**src/rtl/align_s2p_stream.sv**
```systemverilog
// Serial-to-parallel width converter: packs REG_NUM narrow beats into one wide word,
// with early close on idata_last (partial word plus lane keep mask).
module align_s2p_stream #(
    parameter int IDATA_BIT = 64,
    parameter int ODATA_BIT = 256,
    parameter int MSB_FIRST = 0,
    localparam int REG_NUM  = ODATA_BIT / IDATA_BIT
) (
    input  logic                 clk,
    input  logic                 rst,
    input  logic [IDATA_BIT-1:0] idata,
    input  logic                 idata_valid,
    input  logic                 idata_last,
    output logic                 idata_ready,
    output logic [ODATA_BIT-1:0] odata,
    output logic [REG_NUM-1:0]   odata_keep,
    output logic                 odata_last,
    output logic                 odata_valid,
    input  logic                 odata_ready
);

    localparam int CNT_W = $clog2(REG_NUM);

    // Handshake: a beat moves on a clock edge where idata_valid && idata_ready,
    // a word moves where odata_valid && odata_ready; the sender holds its payload
    // until then, and idata_last has no meaning unless idata_valid is high.

    typedef enum logic {
        COLLECT = 1'b0,
        PENDING = 1'b1
    } state_t;

    state_t               state;
    logic [CNT_W-1:0]     cnt;
    logic [ODATA_BIT-1:0] buf_data;
    logic [REG_NUM-1:0]   buf_keep;
    logic                 pend_last;

    logic                 in_xfer;
    logic                 out_xfer;
    logic                 slot_free;
    logic                 complete;
    logic [CNT_W-1:0]     lane;
    logic [ODATA_BIT-1:0] word_data;
    logic [REG_NUM-1:0]   word_keep;

    assign in_xfer   = idata_valid && idata_ready;
    assign out_xfer  = odata_valid && odata_ready;
    assign slot_free = !odata_valid || odata_ready;
    assign complete  = (cnt == CNT_W'(REG_NUM - 1)) || idata_last;

    // Collect buffer with the incoming beat merged in, i.e. the word as it
    // would look if this beat closed it.
    always_comb begin
        lane      = (MSB_FIRST != 0) ? (CNT_W'(REG_NUM - 1) - cnt) : cnt;
        word_data = buf_data;
        word_keep = buf_keep;
        word_data[lane*IDATA_BIT +: IDATA_BIT] = idata;
        word_keep[lane] = 1'b1;
    end

    always_ff @(posedge clk) begin
        if (!rst) begin
            state       <= COLLECT;
            cnt         <= '0;
            buf_data    <= '0;
            buf_keep    <= '0;
            pend_last   <= 1'b0;
            idata_ready <= 1'b1;
            odata       <= '0;
            odata_keep  <= '0;
            odata_last  <= 1'b0;
            odata_valid <= 1'b0;
        end else begin
            // Drained slot empties unless a new word reloads it below.
            if (out_xfer) begin
                odata_valid <= 1'b0;
            end
            case (state)
                COLLECT: begin
                    if (in_xfer) begin
                        if (complete) begin
                            cnt <= '0;
                            if (slot_free) begin
                                odata       <= word_data;
                                odata_keep  <= word_keep;
                                odata_last  <= idata_last;
                                odata_valid <= 1'b1;
                                buf_data    <= '0;
                                buf_keep    <= '0;
                            end else begin
                                buf_data    <= word_data;
                                buf_keep    <= word_keep;
                                pend_last   <= idata_last;
                                state       <= PENDING;
                                idata_ready <= 1'b0;
                            end
                        end else begin
                            buf_data <= word_data;
                            buf_keep <= word_keep;
                            cnt      <= cnt + CNT_W'(1);
                        end
                    end
                end
                PENDING: begin
                    if (out_xfer) begin
                        odata       <= buf_data;
                        odata_keep  <= buf_keep;
                        odata_last  <= pend_last;
                        odata_valid <= 1'b1;
                        buf_data    <= '0;
                        buf_keep    <= '0;
                        pend_last   <= 1'b0;
                        state       <= COLLECT;
                        idata_ready <= 1'b1;
                    end
                end
                default: begin
                    state <= COLLECT;
                end
            endcase
        end
    end

endmodule

```
**config.mk**
```make
export PLATFORM = sky130hd
export DESIGN_NAME = align_s2p_stream
export DESIGN_NICKNAME = d
export VERILOG_FILES = /design/src/rtl/align_s2p_stream.sv
export SDC_FILE = /design/constraint.sdc
export NUM_CORES = 1
export LEC_CHECK = 0
export CAP_MARGIN = 20
export CORE_ASPECT_RATIO = 0.7
export CORE_MARGIN = 2
export CORE_UTILIZATION = 53
export CTS_CLUSTER_DIAMETER = 60
export DETAILED_ROUTE_END_ITERATION = 10
export MAX_ROUTING_LAYER = met4
export PLACE_DENSITY = 0.8
export SYNTH_ARGS = -nofsm -noshare
export SYNTH_HDL_FRONTEND = slang
export SYNTH_SLANG_ARGS = --single-unit
```
**constraint.sdc**
```tcl
create_clock -name clk -period 2.4 [get_ports clk]
set_clock_uncertainty 0.05 [all_clocks]
set_input_delay 0.24 -clock clk [delete_from_list [all_inputs] [get_ports clk]]
set_output_delay 0.24 -clock clk [all_outputs]
set_load 0.05 [all_outputs]
```
==> results <==
==> flip-flops by register name (all words and copies together) (netlist names) <==
signal,cells
cnt,2
pend_last,1
odata_keep,4
odata_last,1
buf_keep,4
odata_valid,1
odata,256
idata_ready,1
state,1
buf_data,256
==> final cells by class <==
type | instances | area (µm²)
Antenna cell | 2 | 5.005
Clock buffer | 73 | 1476
Clock inverter | 13 | 158.9
Fill cell | 2692 | 11560
Inverter | 6 | 22.52
Multi-Input combinational cell | 1102 | 7395
Sequential cell | 527 | 10550
Tap cell | 480 | 600.6
Timing Repair Buffer | 386 | 4079
==> cell families after synthesis <==
family	share of synthesized area
DFF	0.5486
and+or+nand+nor	0.01145
AOI/OAI and AO/OA	0.3650
muxes	0.0005205
adders and majority gates	0.005205
buffers and inverters	0.06929
==> report_power, final <==
group	switching [W]	internal (W)	leakage, nW
Combinational	0.00218	0.000954	3.68
Sequential	0.000240	0.00911	4.29
Clock	0.00334	0.00458	0.811
==> per-layer routing <==
layer | track usage | share of wire | vias up
met2 | 0.4581 | 0.45 | 910
met3 | 0.05517 | 0.092 | 111
met4 | 0.1049 | 0.026 | 0
met5 | - | 0 | -
li1 | - | - | 7496
met1 | 0.4314 | 0.44 | 8193
==> stage by stage <==
stage / TNS (ps) / hold WS (ps) / area, µm² / std cells
2_1_floorplan: 0 / 377.0 / 19230 / 1892
3_3_place_gp: -9.885 / 399.5 / 22600 / 2500
3_5_place_dp: -5457 / 404.3 / 22600 / 2500
4_1_cts: 0 / 73.55 / 24240 / 2586
5_1_grt: -5.796 / 100.8 / 24290 / 2589
6_report: 0 / 95.22 / 24290 / 2589
==> worst paths after layout <==
kind,startpoint,to,slack (ps),cells after the start
setup / recovery,cnt[1],buf_data[100],50,7
hold / removal,rst,cnt[1],100,2
setup reg to reg,cnt[1],buf_data[100],50,7
hold reg to reg,buf_keep[0],buf_keep[0],420,2
==> worst reg2reg max path: stages, from the launching register on <==
cell and delay [ps]:
dfxtp_1 450, inv_1 150, ha_1 420, nor3b_2 250, and3_2 280, and2_2 240
buf_12 240, a22o_1 210
==> Yosys cell counts, types with 8 or more instances <==
library cell,number
a21oi_1,265
a22o_1,256
a22oi_1,256
buf_1,60
buf_2,105
buf_4,11
buf_6,23
clkbuf_1,58
dfxtp_1,527
ha_1,8
nand2_1,10
o21ai_0,228
o21ai_1,30
==> what timing repair did <==
item	4_1_cts	5_1_grt
cloned	0	1
setup endpoints to repair	95	135
resized for setup	1	4
==> metrics.yaml <==
timing.final.crit_share: 0.9794
crit_path_max_fanout: 33
timing.final.max_slew_violations: 0
layout-drive-gt1-share: 0.07594
design.core.area_um2: 35850
root_buffer: "clkbuf_16"
num-nets-final: 2149
final_common_cell: "dfxtp_1"
synthArstFlopShare: 0
cp.required_ps: 2850
grt_pass1_wl_um: 90290
maxClockFrequency_mhz: 425.4
crit_slowest_cell: "dfxtp_1"
hold_path.class: "in -> reg"
synth-edff-count: 0
layout_common_cells: "527 x dfxtp_1, 329 x clkdlybuf4s50_1, 265 x a21oi_1"
synth_area_leaders: "dfxtp_1 55%, a22o_1 12%, a22oi_1 10%, a21oi_1 6.9%, o21ai_0 5.9%"
setup.worst_path.start_class: "flop"
cts_tree: "built"
vias: 16710
synth_area_um2: 19230
yosys_warnings: 0
clock-sinks: 527
grt_pass1_vias: 15700
min_period_ps: 2350
antenna_found_initial: 2
clk_path_buf_depth: 3
setup_slack_ps: 49.50
critical_path.top_delay_family: "simple AND/OR/NAND/NOR gates"
synth_ff_type: "dfxtp_1"
power_density_nw_per_um2: 840.2
peakVddDrop_mv: 0.5876
grt.overflow.total: 0
syn-mean-instance-area_um2: 10.17
critical_path_class: "reg -> reg"
arrival_ps: 2800
num_rows: 58
syn2layout_area_growth_pct: 26.28
dieArea_um2: 37850
insertion_delay_ps: 560
synth_seq_cells: 527
wire_per_inst_um: 22.96
synthCells: 1892
post_cts_buffers: 0
hold_buffers: 0
hold_viol: 0
grt_max_degree: 132
crit_chain: "inv_1, ha_1, nor3b_2, and3_2, and2_2, buf_12, a22o_1"
synth_cell_types: 42
tightest_slew_ps: 644.6
die_w_um: 231.7
post-dp-hpwl_um: 35940
ant_nets: 0
syn-num-nets: 1969
yosys.area.top_type: "dfxtp_1"
final_util: 0.6775
place_congestion: 0.8390
htree_levels: 2
pin_count: 332
worstSetupEndpointType: "flop"
leakage_nw: 8.782
grt_usage: 0.3108
drt_pass1_iterations: 7
slew_headroom: 0.5689
pre_cts_ws_ps: -114.8
cts_buffers: 49
synth_top_area_share: 0.5486
die_height_um: 163.4
max_stage_delay_ps: 450
first_iter_violations: 2261
finalSetupViolCount: 0
status: "complete, no violations"
clk_pin_slew_ps: 70
port_buffers: 331
path_buf_inv: 2
yosysSeqAreaShare: 0.5486
drc: 0
start_util: 0.5365
p_total_w: 0.02041
max-cap-violations: 0
routed_wirelength_um: 59450
avgViaCountPerCell: 6.454
No activity file was read; power rests on OpenSTA's default activity.
